[src/rtl/multiplication_accum_pipe.sv]
// Pipelined outer-product multiply-accumulate: DIM_C x DIM_A products per beat, summed
// over programmable-length groups with signed/unsigned operands and saturate/wrap overflow.
module multiplication_accum_pipe #(
  parameter int DIM_A        = 4,
  parameter int DIM_C        = 2,
  parameter int INPUT_WIDTH  = 4,
  parameter int WEIGHT_WIDTH = 8,
  parameter int ACC_WIDTH    = 16,
  parameter int MUL_STAGES   = 2,
  parameter int LEN_WIDTH    = 4,
  parameter int SAT          = 1
) (
  input  logic                                            clk,
  input  logic                                            rst_n,
  input  logic                                            in_valid,
  output logic                                            in_ready,
  input  logic [DIM_A-1:0][INPUT_WIDTH-1:0]               in,
  input  logic [DIM_C-1:0][WEIGHT_WIDTH-1:0]              weight,
  input  logic                                            signed_mode,
  input  logic [LEN_WIDTH-1:0]                            acc_len,
  output logic                                            out_valid,
  input  logic                                            out_ready,
  output logic [DIM_C-1:0][DIM_A-1:0][ACC_WIDTH-1:0]      out,
  output logic                                            out_ovf
);

  localparam int  PW     = INPUT_WIDTH + WEIGHT_WIDTH;
  localparam int  EW     = ACC_WIDTH + 1;
  localparam bit  SAT_EN = (SAT != 0);

  typedef logic [DIM_C-1:0][DIM_A-1:0][PW-1:0] prod_t;

  // Both operands are widened to the full product width so one multiplier serves both modes.
  function automatic logic [PW-1:0] mul_elem(input logic [INPUT_WIDTH-1:0] a,
                                             input logic [WEIGHT_WIDTH-1:0] b,
                                             input logic sm);
    logic [PW-1:0] ae;
    logic [PW-1:0] be;
    ae = sm ? {{WEIGHT_WIDTH{a[INPUT_WIDTH-1]}}, a} : {{WEIGHT_WIDTH{1'b0}}, a};
    be = sm ? {{INPUT_WIDTH{b[WEIGHT_WIDTH-1]}}, b} : {{INPUT_WIDTH{1'b0}}, b};
    return ae * be;
  endfunction

  logic                    en_s;
  logic                    accept_s;
  logic                    first_s;
  logic                    last_s;
  logic [LEN_WIDTH-1:0]    eff_len_s;
  logic [LEN_WIDTH-1:0]    cnt_r;
  logic [LEN_WIDTH-1:0]    len_r;

  logic                                       s0_valid_r;
  logic                                       s0_first_r;
  logic                                       s0_last_r;
  logic                                       s0_signed_r;
  logic [DIM_A-1:0][INPUT_WIDTH-1:0]          s0_in_r;
  logic [DIM_C-1:0][WEIGHT_WIDTH-1:0]         s0_w_r;

  prod_t                    prod_s;
  prod_t                    p_prod_r [MUL_STAGES];
  logic [MUL_STAGES-1:0]    p_valid_r;
  logic [MUL_STAGES-1:0]    p_first_r;
  logic [MUL_STAGES-1:0]    p_last_r;
  logic [MUL_STAGES-1:0]    p_signed_r;

  logic                                       tl_valid_s;
  logic                                       tl_first_s;
  logic                                       tl_last_s;
  logic                                       tl_signed_s;
  logic [DIM_C-1:0][DIM_A-1:0][ACC_WIDTH-1:0] acc_r;
  logic [DIM_C-1:0][DIM_A-1:0][ACC_WIDTH-1:0] acc_nxt_s;
  logic                                       ovf_r;
  logic                                       ovf_nxt_s;
  logic                                       ovf_any_s;
  logic                                       out_valid_r;

  assign en_s      = !(out_valid_r && !out_ready);
  assign in_ready  = en_s;
  assign accept_s  = in_valid && en_s;
  assign out_valid = out_valid_r;
  assign out       = acc_r;
  assign out_ovf   = ovf_r;

  // Group position of the incoming beat; a zero length counts as a single-beat group.
  always_comb begin
    first_s = (cnt_r == {LEN_WIDTH{1'b0}});
    if (first_s) begin
      eff_len_s = (acc_len == {LEN_WIDTH{1'b0}}) ? LEN_WIDTH'(1) : acc_len;
    end else begin
      eff_len_s = len_r;
    end
    last_s = (cnt_r == (eff_len_s - LEN_WIDTH'(1)));
  end

  // Beat counter and group length latched on the first beat.
  always_ff @(posedge clk or negedge rst_n) begin
    if (!rst_n) begin
      cnt_r <= {LEN_WIDTH{1'b0}};
      len_r <= {LEN_WIDTH{1'b0}};
    end else if (accept_s) begin
      cnt_r <= last_s ? {LEN_WIDTH{1'b0}} : (cnt_r + LEN_WIDTH'(1));
      if (first_s) begin
        len_r <= eff_len_s;
      end
    end
  end

  // Input register with the tags that travel alongside the operands.
  always_ff @(posedge clk or negedge rst_n) begin
    if (!rst_n) begin
      s0_valid_r  <= 1'b0;
      s0_first_r  <= 1'b0;
      s0_last_r   <= 1'b0;
      s0_signed_r <= 1'b0;
      s0_in_r     <= '0;
      s0_w_r      <= '0;
    end else if (en_s) begin
      s0_valid_r  <= in_valid;
      s0_first_r  <= first_s;
      s0_last_r   <= last_s;
      s0_signed_r <= signed_mode;
      s0_in_r     <= in;
      s0_w_r      <= weight;
    end
  end

  // Outer product of the registered operands.
  always_comb begin
    prod_s = '0;
    for (int c = 0; c < DIM_C; c++) begin
      for (int a = 0; a < DIM_A; a++) begin
        prod_s[c][a] = mul_elem(s0_in_r[a], s0_w_r[c], s0_signed_r);
      end
    end
  end

  // Multiplier register chain; the whole chain freezes under output backpressure.
  always_ff @(posedge clk or negedge rst_n) begin
    if (!rst_n) begin
      p_valid_r  <= '0;
      p_first_r  <= '0;
      p_last_r   <= '0;
      p_signed_r <= '0;
      for (int i = 0; i < MUL_STAGES; i++) begin
        p_prod_r[i] <= '0;
      end
    end else if (en_s) begin
      p_valid_r[0]  <= s0_valid_r;
      p_first_r[0]  <= s0_first_r;
      p_last_r[0]   <= s0_last_r;
      p_signed_r[0] <= s0_signed_r;
      p_prod_r[0]   <= prod_s;
      for (int i = 1; i < MUL_STAGES; i++) begin
        p_valid_r[i]  <= p_valid_r[i-1];
        p_first_r[i]  <= p_first_r[i-1];
        p_last_r[i]   <= p_last_r[i-1];
        p_signed_r[i] <= p_signed_r[i-1];
        p_prod_r[i]   <= p_prod_r[i-1];
      end
    end
  end

  assign tl_valid_s  = p_valid_r[MUL_STAGES-1];
  assign tl_first_s  = p_first_r[MUL_STAGES-1];
  assign tl_last_s   = p_last_r[MUL_STAGES-1];
  assign tl_signed_s = p_signed_r[MUL_STAGES-1];

  // Accumulate with one guard bit; the overflow test follows the mode of the arriving beat.
  always_comb begin
    logic [EW-1:0] pe_v;
    logic [EW-1:0] ae_v;
    logic [EW-1:0] sum_v;
    logic          lov_v;
    pe_v      = '0;
    ae_v      = '0;
    sum_v     = '0;
    lov_v     = 1'b0;
    acc_nxt_s = acc_r;
    ovf_any_s = 1'b0;
    for (int c = 0; c < DIM_C; c++) begin
      for (int a = 0; a < DIM_A; a++) begin
        if (tl_signed_s) begin
          pe_v  = {{(EW-PW){p_prod_r[MUL_STAGES-1][c][a][PW-1]}}, p_prod_r[MUL_STAGES-1][c][a]};
          ae_v  = {acc_r[c][a][ACC_WIDTH-1], acc_r[c][a]};
          sum_v = ae_v + pe_v;
          lov_v = sum_v[EW-1] ^ sum_v[EW-2];
        end else begin
          pe_v  = {{(EW-PW){1'b0}}, p_prod_r[MUL_STAGES-1][c][a]};
          ae_v  = {1'b0, acc_r[c][a]};
          sum_v = ae_v + pe_v;
          lov_v = sum_v[EW-1];
        end
        if (tl_first_s) begin
          acc_nxt_s[c][a] = pe_v[ACC_WIDTH-1:0];
        end else if (lov_v && SAT_EN) begin
          if (!tl_signed_s) begin
            acc_nxt_s[c][a] = {ACC_WIDTH{1'b1}};
          end else if (sum_v[EW-1]) begin
            acc_nxt_s[c][a] = {1'b1, {(ACC_WIDTH-1){1'b0}}};
          end else begin
            acc_nxt_s[c][a] = {1'b0, {(ACC_WIDTH-1){1'b1}}};
          end
        end else begin
          acc_nxt_s[c][a] = sum_v[ACC_WIDTH-1:0];
        end
        if (!tl_first_s && lov_v) begin
          ovf_any_s = 1'b1;
        end else begin
          ovf_any_s = ovf_any_s;
        end
      end
    end
    ovf_nxt_s = (tl_first_s ? 1'b0 : ovf_r) | ovf_any_s;
  end

  // Accumulator, sticky overflow and result-valid flag.
  always_ff @(posedge clk or negedge rst_n) begin
    if (!rst_n) begin
      acc_r       <= '0;
      ovf_r       <= 1'b0;
      out_valid_r <= 1'b0;
    end else if (en_s) begin
      out_valid_r <= tl_valid_s && tl_last_s;
      if (tl_valid_s) begin
        acc_r <= acc_nxt_s;
        ovf_r <= ovf_nxt_s;
      end
    end
  end

endmodule
[config.mk]
export PLATFORM = sky130hd
export DESIGN_NAME = multiplication_accum_pipe
export DESIGN_NICKNAME = d
export VERILOG_FILES = /design/src/rtl/multiplication_accum_pipe.sv
export SDC_FILE = /design/constraint.sdc
export NUM_CORES = 2
export LEC_CHECK = 0
export CAP_MARGIN = 10
export CORE_MARGIN = 4
export CORE_UTILIZATION = 30
export CTS_CLUSTER_SIZE = 20
export DETAILED_ROUTE_END_ITERATION = 12
export MAX_ROUTING_LAYER = met4
export PLACE_DENSITY_LB_ADDON = 0.25
export SETUP_SLACK_MARGIN = 0.2
export SYNTH_ARGS = -nofsm -noshare
export SYNTH_HDL_FRONTEND = slang
export SYNTH_SLANG_ARGS = --single-unit
export TNS_END_PERCENT = 30
[constraint.sdc]
create_clock -name clk -period 4.57 [get_ports clk]
set_input_delay 0.914 -clock clk [delete_from_list [all_inputs] [get_ports clk]]
set_output_delay 0.914 -clock clk [all_outputs]
set_load 0.005 [all_outputs]
==> flow_summary.json <==
{
  "outcome": "completed",
  "yosysUniqueCellTypes": 81,
  "gp_congestion": 0.869,
  "yosysTopAreaCellShare": 0.259,
  "grt_pass1_wl_um": 166000,
  "fin_crit_sh": 0.994,
  "end_kind": "flip-flop",
  "core_um2": 120000,
  "whs_ns": 0.274,
  "drtAntennaViolNets": 0,
  "synth_seq_area_share": 0.259,
  "drc_errors": 0,
  "cts_tree": "done",
  "arrival_ns": 5.00,
  "cts_sinks": 374,
  "cpMostUsedCell": "fa_1",
  "dr.pass1.iters": 5,
  "grt.overflow.total": 0,
  "netlist_area_um2": 36200,
  "async_flop_share": 1.00,
  "drv_slew": 0,
  "grt_use_met3": 0.0261,
  "p_leak_uw": 0.0213,
  "relSlewSlack": 0.292,
  "vdd_ir_drop_max_mv": 0.344,
  "routed_via_density": 4.67,
  "synth_common_cells": "904 x nand2_1, 551 x inv_1, 374 x dfrtp_1, 363 x ha_1, 280 x fa_1",
  "row_count": 127,
  "area_growth_pct": 20.0,
  "synth_edf_count": 0,
  "portBuffers": 171,
  "synth-warning-count": 0,
  "finalPower_uw": 35700,
  "hold_violations": 0,
  "cts_buffers": 48,
  "synth_top_area_cell": "dfrtp_1",
  "cts_max_level": 2,
  "finalSetupTns_ns": 0,
  "grt_max_degree": 123,
  "synth_fa_ha_area_frac": 0.281,
  "cp_max_fo": 7,
  "yosysMostFrequentCell": "nand2_1",
  "path_delay_family": "adder cells",
  "synth-main-ff-cell": "dfrtp_1",
  "syn_inst": 4259,
  "layout-drive-gt1-share": 0.102,
  "vias": 29000,
  "antenna_found_initial": 13,
  "crit_chain": "buf_4 -> and2_4 -> buf_6 -> nand2_2 -> fa_1 -> inv_1 -> fa_1 -> inv_1 -> fa_1 -> fa_1 -> fa_2 -> xor2_2 -> xnor2_1 -> xnor2_1 -> xnor2_2 -> xnor2_1 -> o21ai_0",
  "critical_path_buf_inv_count": 4,
  "insertion_delay_ns": 0.61,
  "worst_pin_slew_ns": 1.06,
  "floorplan.initialDensity": 0.302,
  "reg2reg_setup_slack_ns": 0.03,
  "drt_wl_total_um": 101000,
  "yosys.area_share.simple": 0.164,
  "drtIter0Drc": 1672,
  "max_freq_ghz": 0.220,
  "cts.path.max_buffers": 3,
  "clkTransAtPathRegs_ns": 0.07,
  "cts_root_buf": "clkbuf_16",
  "ys_top_cells_by_area": "dfrtp_1 26%, fa_1 16%, ha_1 13%",
  "postSynthAreaPerCell_um2": 8.49,
  "dieHeight_um": 355,
  "finClkSkew_ns": 0.0328,
  "num-nets-final": 5228,
  "synth_top_family_by_area": "adder cells",
  "synth-seq-cells": 374,
  "synth-compound-area-share": 0.140,
  "ioPinCount": 172,
  "timing.max_cap.violations": 0,
  "die-area_um2": 126000,
  "synthesis.nets": 4943,
  "grt_use_met2": 0.264,
  "grt_pass1_vias": 29400,
  "grt-busiest-layer": "met2",
  "place_hpwl_um": 77800,
  "synthMuxAreaShare": 0.0104,
  "fin_area_um2": 43400,
  "startpoint_type": "flip-flop",
  "setup_violations": 0,
  "placed_area_um2": 41300,
  "hold_buffers": 0,
  "period_needed_ns": 4.54,
  "power_density_nw_per_um2": 823,
  "track_usage": 0.167,
  "grt_use_met1": 0.227,
  "hold_path.class": "input port to async pin",
  "cp_slowest_cell": "fa_1",
  "cp_slowest_stage_delay_ns": 0.56,
  "rsz0062_at_grt": "true",
  "synth_xor_area_frac": 0.0676,
  "crit_required_ns": 5.03,
  "critPathKind": "flip-flop to flip-flop",
  "die-width_um": 355,
  "wl_per_cell_um": 16.3
}
## cell usage in the layout, fill, tap and decap left out, drive strengths merged, types with 30 or more instances in the layout
cell / count
a211oi: 60
a21o: 59
a21oi: 250
and2: 121
and3: 35
buf: 255
clkbuf: 66
clkdlybuf4s50: 170
dfrtp: 374
fa: 280
ha: 363
inv: 556
mux2i: 32
nand2: 904
nand3: 47
nor2: 140
o21a: 31
o21ai: 236
o21bai: 30
or3: 30
xnor2: 196
xor2: 83
## power by group
part           internal, µW  switching, µW  total, µW
logic                 11900          12900      24900
clock network          2530           1640       4170
registers              4960           1710       6670
total                 19400          16300      35700
## flip-flops by register name, summed over array words and instances, names as in the netlist, 2 cells and up
signal and count:
p_signed_r 2, p_prod_r 192, p_first_r 2, s0_w_r 16, p_valid_r 2, out 128
len_r 4, s0_in_r 16, p_last_r 2, cnt_r 4
## path summary, 6_finish.rpt
check,cells past startpoint,endpoint,startpoint
worst max register to register,17,p_prod_r[119],s0_signed_r
min in group clk,2,p_prod_r[65],p_prod_r[161]
max in group asynchronous,2,out[95],rst_n
worst min-delay path,1,cnt_r[3],rst_n
worst min register to register,2,p_prod_r[65],p_prod_r[161]
worst max-delay path,17,p_prod_r[119],s0_signed_r
## metal layers
| layer | vias to the layer above | wire length (µm) |
|---|---|---|
| li1 | 14500 | - |
| met1 | 14000 | 48900 |
| met2 | 391 | 46300 |
| met3 | 116 | 3960 |
| met4 | 0 | 2290 |
| met5 | - | 0 |
## final cells by class
cell class | count | area, µm²
clock inverters | 24 | 325
diodes | 16 | 40.0
multi-input cells | 3142 | 24300
repair buffers | 426 | 3860
fillers | 12500 | 76400
well taps | 1612 | 2020
inverters | 552 | 2080
clock buffers | 65 | 1390
flip-flops and latches | 374 | 9370
## repair_timing
action,CTS,global route
resized for setup,30,54
pin swaps,20,29
endpoints found under the setup margin,22,33
buffers inserted,3,3
## per-stage QoR
step,instances,setup slack (ns),util
2_1_floorplan,4259,0.185,-
3_3_place_gp,6099,-0.0834,0.345
3_5_place_dp,6099,-0.109,0.345
4_1_cts,6191,-0.0480,0.360
5_1_grt,6208,-0.187,0.362
6_report,6211,0.0289,0.362
## kinds of logic (layout without fill, tap and decap cells)
| family | count (synthesis) | count (layout) |
|---|---|---|
| adder cells (fa/ha/maj) | 644 | 644 |
| buffers and inverters | 743 | 1067 |
| multiplexers | 37 | 37 |
| AND/OR/NAND/NOR | 1370 | 1370 |
| other | 0 | 16 |
| XOR/XNOR | 279 | 279 |
| flip-flops | 374 | 374 |
| AO/OA/AOI/OAI | 812 | 812 |
Power figures use the tool's default switching activity.
